[config.mk]
export PLATFORM = sky130hd
export DESIGN_NAME = ex_result_fwd_src
export DESIGN_NICKNAME = d
export VERILOG_FILES = /design/src/rtl/ex_result_fwd_src_pkg.sv /design/src/rtl/ex_result_fwd_src_fwd_hz_cmp.sv /design/src/rtl/ex_result_fwd_src.sv
export SDC_FILE = /design/constraint.sdc
export NUM_CORES = 1
export LEC_CHECK = 0
export CAP_MARGIN = 0
export CORE_UTILIZATION = 43
export DETAILED_ROUTE_END_ITERATION = 16
export HOLD_SLACK_MARGIN = 0.1
export PLACE_DENSITY_LB_ADDON = 0.3
export REMOVE_ABC_BUFFERS = 1
export SLEW_MARGIN = 25
export SYNTH_ARGS = -nofsm -noshare
export SYNTH_HDL_FRONTEND = slang
export SYNTH_SLANG_ARGS = --single-unit
[constraint.sdc]
create_clock -name clk -period 5.5 [get_ports clk]
set_input_delay 0.55 -clock clk [delete_from_list [all_inputs] [get_ports clk]]
set_output_delay 0.55 -clock clk [all_outputs]
set_load 0.01 [all_outputs]
[src/rtl/ex_result_fwd_src_pkg.sv]
// Shared definitions for the EX result forwarding source.
//  - default datapath / register-address widths
//  - load-wait timeout and wait-counter width defaults
//  - FSM state encoding
//  - the hard-wired zero register index
package ex_result_fwd_src_pkg;

  localparam int FWD_XLEN         = 32;
  localparam int FWD_REG_AW       = 5;
  localparam int FWD_LOAD_TIMEOUT = 255;
  localparam int FWD_CNT_W        = 8;

  localparam logic [FWD_REG_AW-1:0] REG_X0 = '0;

  typedef enum logic {
    ST_IDLE      = 1'b0,
    ST_WAIT_LOAD = 1'b1
  } fwd_state_t;

endpackage

[src/rtl/ex_result_fwd_src_fwd_hz_cmp.sv]
// Load-use hazard compare: pending destination registers vs the two ID
// source registers. One slot today; NUM_SLOTS leaves room for a second
// outstanding load without touching the top.
//  slot_vld  in   NUM_SLOTS           slot holds a live, non-x0 pending rd
//  slot_rd   in   NUM_SLOTS x REG_AW  pending destination per slot
//  rs1, rs2  in   REG_AW              sources being read in ID
//  hit       out  1                   any live slot matches rs1 or rs2
module ex_result_fwd_src_fwd_hz_cmp #(
  parameter int REG_AW    = 5,
  parameter int NUM_SLOTS = 1
) (
  input  logic [NUM_SLOTS-1:0]             slot_vld,
  input  logic [NUM_SLOTS-1:0][REG_AW-1:0] slot_rd,
  input  logic [REG_AW-1:0]                rs1,
  input  logic [REG_AW-1:0]                rs2,
  output logic                             hit
);

  logic [NUM_SLOTS-1:0] slot_hit;

  for (genvar s = 0; s < NUM_SLOTS; s++) begin : g_slot
    assign slot_hit[s] = slot_vld[s] & ((slot_rd[s] == rs1) | (slot_rd[s] == rs2));
  end

  assign hit = |slot_hit;

endmodule

[src/rtl/ex_result_fwd_src.sv]
// Producer end of the EX->ID operand-forwarding bus.
// ALU results retire the cycle after acceptance; loads park in WAIT_LOAD
// until the memory response arrives (or time out). The retiring value is
// driven on the forwarding bus and, identically, on the REGS write port.
//  clk, rst_n                 clock / async active-low reset
//  ex_valid/ex_ready          EX handshake (ready only in IDLE)
//  ex_rd/ex_is_load/ex_alu_result  retiring instruction
//  mem_rsp_vld/mem_rsp_data   load data return (1-cycle pulse)
//  id_rs1/id_rs2              ID source registers, for load-use stall
//  hz_stall                   load-use stall request (comb)
//  EX_rd/EX_x_rd/EX_x_rd_vld  forwarding bus (vld is a 1-cycle pulse)
//  wb_we/wb_waddr/wb_wdata    REGS write port, mirrors the forwarding bus
//  bus_err                    sticky: load timeout or spurious response
module ex_result_fwd_src
  import ex_result_fwd_src_pkg::*;
#(
  parameter int XLEN         = FWD_XLEN,
  parameter int REG_AW       = FWD_REG_AW,
  parameter int LOAD_TIMEOUT = FWD_LOAD_TIMEOUT,
  parameter int CNT_W        = FWD_CNT_W
) (
  input  logic              clk,
  input  logic              rst_n,
  input  logic              ex_valid,
  output logic              ex_ready,
  input  logic [REG_AW-1:0] ex_rd,
  input  logic              ex_is_load,
  input  logic [XLEN-1:0]   ex_alu_result,
  input  logic              mem_rsp_vld,
  input  logic [XLEN-1:0]   mem_rsp_data,
  input  logic [REG_AW-1:0] id_rs1,
  input  logic [REG_AW-1:0] id_rs2,
  output logic              hz_stall,
  output logic [REG_AW-1:0] EX_rd,
  output logic [XLEN-1:0]   EX_x_rd,
  output logic              EX_x_rd_vld,
  output logic              wb_we,
  output logic [REG_AW-1:0] wb_waddr,
  output logic [XLEN-1:0]   wb_wdata,
  output logic              bus_err
);

  localparam logic [REG_AW-1:0] RD_X0   = REG_AW'(REG_X0);
  localparam logic [CNT_W-1:0]  CNT_MAX = CNT_W'(LOAD_TIMEOUT);

  fwd_state_t        state;
  logic [REG_AW-1:0] pend_rd;
  logic [CNT_W-1:0]  wait_cnt;

  assign ex_ready = (state == ST_IDLE);

  // Stall drops in the response cycle: the forwarding bus carries the
  // load data on the very next cycle, which is when ID re-reads.
  logic [0:0]             slot_vld;
  logic [0:0][REG_AW-1:0] slot_rd;

  assign slot_vld[0] = (state == ST_WAIT_LOAD) & ~mem_rsp_vld & (pend_rd != RD_X0);
  assign slot_rd[0]  = pend_rd;

  ex_result_fwd_src_fwd_hz_cmp #(
    .REG_AW    (REG_AW),
    .NUM_SLOTS (1)
  ) u_hz_cmp (
    .slot_vld (slot_vld),
    .slot_rd  (slot_rd),
    .rs1      (id_rs1),
    .rs2      (id_rs2),
    .hit      (hz_stall)
  );

  always_ff @(posedge clk or negedge rst_n) begin
    if (!rst_n) begin
      state       <= ST_IDLE;
      pend_rd     <= '0;
      wait_cnt    <= '0;
      EX_rd       <= '0;
      EX_x_rd     <= '0;
      EX_x_rd_vld <= 1'b0;
      bus_err     <= 1'b0;
    end else begin
      EX_x_rd_vld <= 1'b0;
      case (state)
        ST_IDLE: begin
          // No load outstanding, so any response here is spurious.
          if (mem_rsp_vld) bus_err <= 1'b1;
          if (ex_valid) begin
            if (ex_is_load) begin
              state    <= ST_WAIT_LOAD;
              pend_rd  <= ex_rd;
              wait_cnt <= '0;
            end else if (ex_rd != RD_X0) begin
              EX_x_rd_vld <= 1'b1;
              EX_rd       <= ex_rd;
              EX_x_rd     <= ex_alu_result;
            end
          end
        end
        ST_WAIT_LOAD: begin
          // Response is checked first so it beats a same-cycle timeout.
          if (mem_rsp_vld) begin
            state <= ST_IDLE;
            if (pend_rd != RD_X0) begin
              EX_x_rd_vld <= 1'b1;
              EX_rd       <= pend_rd;
              EX_x_rd     <= mem_rsp_data;
            end
          end else if (wait_cnt == CNT_MAX) begin
            state   <= ST_IDLE;
            bus_err <= 1'b1;
          end else begin
            wait_cnt <= wait_cnt + 1'b1;
          end
        end
        default: state <= ST_IDLE;
      endcase
    end
  end

  assign wb_we    = EX_x_rd_vld;
  assign wb_waddr = EX_rd;
  assign wb_wdata = EX_x_rd;

endmodule

==> impl_metrics.json, run 1 <==
{
  "setup_viol_count_final": 0,
  "path_clk_slew_ps": 90,
  "fin_tns_setup_ps": 0,
  "n_antenna_cell": 0,
  "vias_per_cell": 4.924,
  "worstSetupEndpointType": "output pin",
  "peakVddDrop_mv": 0.1748,
  "outcome": "complete, no violations",
  "yosysMostFrequentCell": "mux2_2",
  "rr_startpoint": "state$_DFF_PN0_",
  "die-area_um2": 7405,
  "cts_resized": 0,
  "vias": 2280,
  "clockBufferDepth": 2,
  "path_buf_inv": 1,
  "p_int_mw": 1.143,
  "io_pins": 163,
  "rsz0062_at_grt": "false",
  "max_cap_viol_count": 0,
  "ys_ff_latch": 53,
  "ant_nets": 0,
  "wirelength_um": 7116,
  "clock_skew_ps": 8.242,
  "track_usage_pct": 19.68,
  "period_share_pct": 53.07,
  "worstMarginPinSlew_ps": 932.9,
  "synth_top_area_cell": "dfrtp_1",
  "clk_latency_ps": 300,
  "hold_buffers": 0,
  "nets": 451,
  "finalPower_mw": 1.617,
  "slew_viol_final": 0,
  "yosys_warnings": 0,
  "area_delta_synth_final_pct": 50.33,
  "place_congestion": 0.7288,
  "syn_inst": 244,
  "floorplan.initialDensity_pct": 44.71,
  "r2r_cells": 4,
  "yosys-top-cells-count": "60 x mux2_2, 53 x dfrtp_1, 38 x buf_4",
  "min-delay-path-class": "in -> async",
  "drt_first_iter_violations": 88,
  "dp_hpwl_um": 5263,
  "critPathMaxStageDelay_ps": 980,
  "synth-main-ff-cell": "dfrtp_1",
  "leakage_nw": 1.845,
  "crit_family": "flip-flops",
  "cp_data_arrival_time_ps": 2370,
  "tritoncts": "built",
  "path_max_fanout": 43,
  "clkPwrFrac_pct": 16.6,
  "pwr-share-comb_pct": 46.1,
  "drc_errors": 0,
  "htree_num_levels": 2,
  "first_pass_iters": 4,
  "synth_top_area_share_pct": 43.66,
  "syn_area_per_cell_um2": 12.45,
  "drive_gt1_share_pct": 25.07,
  "start_kind": "flop",
  "path_class": "reg -> out",
  "grt_pass1_vias": 2342,
  "synthArstFlopShare_pct": 100.0,
  "hold_ws_ps": 367.1,
  "max_freq_mhz": 342.6,
  "grt_max_degree": 54,
  "synth_edf_count": 0,
  "fp.dieW_um": 86.06,
  "p_sw_uw": 474.2,
  "cts_sinks": 53,
  "r2r-end": "EX_x_rd[16]$_DFFE_PN0P_",
  "path_cells": "nand2b_1 -> a211oi_1 -> clkdlybuf4s50_1",
  "min_period_ps": 2919,
  "coreArea_um2": 6794,
  "num_rows": 30,
  "grt_pass1_wl_um": 11210,
  "overflow": 0,
  "power.density_nw_per_um2": 354.1,
  "yosysSeqAreaShare_pct": 43.66,
  "p_sw_share_pct": 29.33,
  "slew-limit-headroom_pct": 37.81,
  "netlist_top_cells_area": "dfrtp_1 44%, mux2_2 22%, buf_4 9.4%, mux2_4 9.4%, xor2_1 1.7%",
  "root_buffer": "clkbuf_8",
  "p_seq_share_pct": 37.3,
  "cts_setup_buffers": 0,
  "antenna_found_initial": 0,
  "cp.required_ps": 4950,
  "portBuffers": 162,
  "finalHoldViolations": 0,
  "reg2reg_slack_ps": 3100,
  "die_h_um": 86.06,
  "wl_per_cell_um": 15.37,
  "cts_inserted_buffers": 5,
  "worst_path_max_delay_cell": "dfrtp_2",
  "ys_types": 33,
  "syn_area_um2": 3038
}
==> layout by cell type (no fill, tap or decap), drive strengths merged <==
master,instances
a21boi,1
nand2,7
a21oi,3
xnor2,4
a211oi,1
mux2i,3
nand2b,1
ha,1
a311oi,1
nand3,6
o21ai,7
or4,2
and3,3
clkbuf,7
nor2b,1
a21o,1
dfrtp,53
clkdlybuf4s50,161
and4,1
inv,3
bufinv,1
o211ai,2
or3,1
nor2,3
xor2,6
mux2,79
nand3b,1
nor3,3
o31ai,1
buf,3
==> per-stage QoR <==
step	cell area, um^2	cells	utilization, %	worst slack, ps
final	4567	463	67.22	2581
after global routing	4567	463	67.22	2352
after CTS	4567	463	67.22	2518
after detailed placement	4451	455	65.51	2716
after global placement	4451	455	65.51	2727
after floorplan	2686	195	-	1467
==> worst max path at each step <==
| stage | from | end | cells after the start |
|---|---|---|---|
| 6_report | state$_DFF_PN0_ | hz_stall | 3 |
| 5_1_grt | state$_DFF_PN0_ | hz_stall | 3 |
| 4_1_cts | state$_DFF_PN0_ | hz_stall | 3 |
| 3_5_place_dp | id_rs2[2] | hz_stall | 6 |
| 3_3_place_gp | ex_rd[0] | EX_x_rd[5]$_DFFE_PN0P_ | 6 |
| 2_1_floorplan | state$_DFF_PN0_ | EX_rd[4]$_DFFE_PN0P_ | 3 |
==> final cells by class <==
cell class                 instances  area, um^2
multi-input combinational        139        1360
clock inverter                     1       30.03
sequential                        53        1328
clock buffer                       7       86.33
fill                             536        2227
inverter                           3       11.26
tap                               96       120.1
timing repair buffer             164        1632
==> registers in the layout, indices dropped and copies added (netlist names) <==
signal       count
EX_rd            5
pend_rd          5
bus_err          1
wait_cnt         8
EX_x_rd_vld      1
state            1
EX_x_rd         32
==> per-layer routing <==
layer  track usage (%)  wire length [um]
met1             23.10              2861
met2             35.28              3684
met3             4.235               474
met4             7.121                96
met5                 0                 0
==> power by group through the flow <==
stage          sequential [mW]  clock [mW]  combinational, mW
2_1_floorplan            0.676           0              0.208
3_3_place_gp             0.608           0              0.738
3_5_place_dp             0.610           0              0.749
4_1_cts                  0.607       0.280              0.753
5_1_grt                  0.620       0.296              0.791
6_report                 0.603       0.269              0.745
==> kinds of logic after synthesis <==
family,count (synthesis),synth area share [%]
AND/OR/NAND/NOR,29,5.067
buffers and inverters,52,11.94
adder cells (fa/ha/maj),1,0.4118
XOR/XNOR,10,2.883
flip-flops,53,43.66
AO/OA/AOI/OAI,17,3.418
multiplexers,82,32.62
No activity file was read; power rests on OpenSTA's default activity.
==> inputs of run 2 (changes only) <==
--- a/config.mk
+++ b/config.mk
@@ -6,7 +6,7 @@
 export NUM_CORES = 1
 export LEC_CHECK = 0
 export CAP_MARGIN = 0
-export CORE_UTILIZATION = 43
+export CORE_UTILIZATION = 40
 export DETAILED_ROUTE_END_ITERATION = 16
 export HOLD_SLACK_MARGIN = 0.1
 export PLACE_DENSITY_LB_ADDON = 0.3
==> constraint.sdc (replaced) <==
create_clock -name clk -period 2.8 [get_ports clk]
set_input_delay 0.28 -clock clk [delete_from_list [all_inputs] [get_ports clk]]
set_output_delay 0.28 -clock clk [all_outputs]
set_load 0.01 [all_outputs]
==> run 2 against run 1 <==
Critical path depth rose by 2; non-clock buffer count rose by 4; clock skew fell by 4.4 ps; via count fell by 0.79%; sequential share of layout area fell by 0.31 points; worst setup slack got worse by 2100 ps; cell area rose by 1.1%; clock power rose by 96%; routed wire length fell by 4.0%.
==> impl_metrics.json, run 2 (same netlist as run 1, synthesis figures left out) <==
{
  "overflow": 0,
  "root_buffer": "clkbuf_8",
  "cp.required_ps": 2520,
  "cts_sinks": 53,
  "top_regs": "EX_x_rd x32, wait_cnt x8",
  "first_pass_iters": 4,
  "setup_viol_count_final": 0,
  "max_cap_viol_count": 0,
  "num_rows": 31,
  "fin_cells": 470,
  "vias": 2262,
  "slew_viol_final": 0,
  "die_h_um": 89.15,
  "place_congestion": 0.7308,
  "vias_per_cell": 4.813,
  "period_share_pct": 82.53,
  "area_delta_synth_final_pct": 51.94,
  "dp.cells": 461,
  "clk_latency_ps": 300,
  "path_clk_slew_ps": 90,
  "drive_gt1_share_pct": 25.61,
  "drt_first_iter_violations": 76,
  "rsz0062_at_grt": "false",
  "grt_max_degree": 31,
  "max_freq_mhz": 432.8,
  "power.density_nw_per_um2": 688.0,
  "p_int_mw": 2.254,
  "critical_path.startpoint": "pend_rd[1]$_DFFE_PN0P_",
  "p_sw_uw": 921.6,
  "min_period_ps": 2311,
  "dp_hpwl_um": 5322,
  "nets": 455,
  "pwr-share-comb_pct": 46.8,
  "fp.dieW_um": 89.15,
  "leakage_nw": 1.868,
  "fin_tns_setup_ps": 0,
  "worstMarginPinSlew_ps": 667.8,
  "p_seq_share_pct": 36.6,
  "finalHoldViolations": 0,
  "clock_skew_ps": 3.860,
  "floorplan.initialDensity_pct": 41.66,
  "start_kind": "flop",
  "min_from": "wait_cnt[7]$_DFFE_PN0P_",
  "slew-limit-headroom_pct": 55.35,
  "path_max_fanout": 5,
  "peakVddDrop_mv": 0.3560,
  "rr_startpoint": "pend_rd[0]$_DFFE_PN0P_",
  "grt_pass1_vias": 2236,
  "max_flop_register": "EX_x_rd",
  "finalPower_mw": 3.175,
  "drc_errors": 0,
  "cts_inserted_buffers": 5,
  "coreArea_um2": 7292,
  "outcome": "complete, no violations",
  "track_usage_pct": 17.23,
  "grt_pass1_wl_um": 10450,
  "ant_nets": 0,
  "wl_per_cell_um": 14.53,
  "min-delay-path-class": "reg -> reg",
  "p_sw_share_pct": 29.02,
  "tritoncts": "built",
  "portBuffers": 162,
  "antenna_found_initial": 0,
  "io_pins": 163,
  "wirelength_um": 6831,
  "worstSetupEndpointType": "output pin",
  "hold_ws_ps": 498.5,
  "largest_reg_flops": 32,
  "path_class": "reg -> out",
  "htree_num_levels": 2,
  "die-area_um2": 7948,
  "n_antenna_cell": 0,
  "clockBufferDepth": 2,
  "clkPwrFrac_pct": 16.6,
  "final_common_cell": "clkdlybuf4s50_1",
  "cp_data_arrival_time_ps": 2030,
  "most-common-layout-cells": "161 x clkdlybuf4s50_1, 60 x mux2_2, 52 x dfrtp_1, 19 x mux2_4, 7 x nand2_1"
}
## run 2: cell types whose count changed in the layout (fill, tap and decap cells not counted), sizes merged
| cell | delta |
|---|---|
| dlygate4sd3 | +1 |
| buf | +3 |
## run 2: power groups by stage
stage / Sequential [mW] / Clock [mW] / Combinational, mW
floorplan: 1.33 / 0 / 0.408
global placement: 1.17 / 0 / 1.48
detailed placement: 1.18 / 0 / 1.50
CTS: 1.17 / 0.549 / 1.51
global route: 1.20 / 0.570 / 1.60
finish: 1.16 / 0.528 / 1.49
## run 2: per-stage QoR
| step | utilization, % | area (um^2) | worst slack, ps |
|---|---|---|---|
| global route | 63.30 | 4616 | 366.3 |
| finish | 63.30 | 4616 | 489.3 |
| CTS | 63.30 | 4616 | 460.1 |
| global placement | 61.56 | 4489 | 354.7 |
| detailed placement | 61.56 | 4489 | 336.4 |
| floorplan | - | 2686 | -1233 |
## run 2: worst max-delay path, stage by stage (launching register included)
cell	delay (ps)
dfrtp_1	460
xor2_1	190
nor3_1	180
nand3_1	90
a211oi_1	220
clkdlybuf4s50_1	580
## run 2: path summary, 6_finish.rpt
kind                                                end  slack, ps  cells past startpoint
min in group asynchronous        pend_rd[1]$_DFFE_PN0P_        540                      2
worst max-delay path                           hz_stall        490                      5
worst min register to register  wait_cnt[7]$_DFFE_PN0P_        500                      1
worst min-delay path            wait_cnt[7]$_DFFE_PN0P_        500                      1
max in group asynchronous          EX_rd[1]$_DFFE_PN0P_       1630                      3
worst max register to register     EX_rd[0]$_DFFE_PN0P_        790                      5
## run 2: final cells by class
cell class              instances  area (um^2)
clock inverters                 1        30.03
fillers                       610         2676
multi-input cells             139         1360
clock buffers                   7        86.33
flip-flops and latches         53         1328
well taps                      99        123.9
inverters                       3        11.26
repair buffers                168         1677
## run 2: layer usage
layer	routed length, um	GRT usage, %	up-vias
met5	0	0	-
met3	470	3.601	7
met4	94	5.195	0
met1	2752	20.69	1095
met2	3513	31.02	93
li1	-	-	1067
## run 2: timing repair
action                                  in CTS  in global routing
endpoints found under the hold margin       28                  0
setup buffers                                0                  0
endpoints found under the setup margin       0                  0
hold buffers                                 1                  0
gates resized for setup                      0                  0
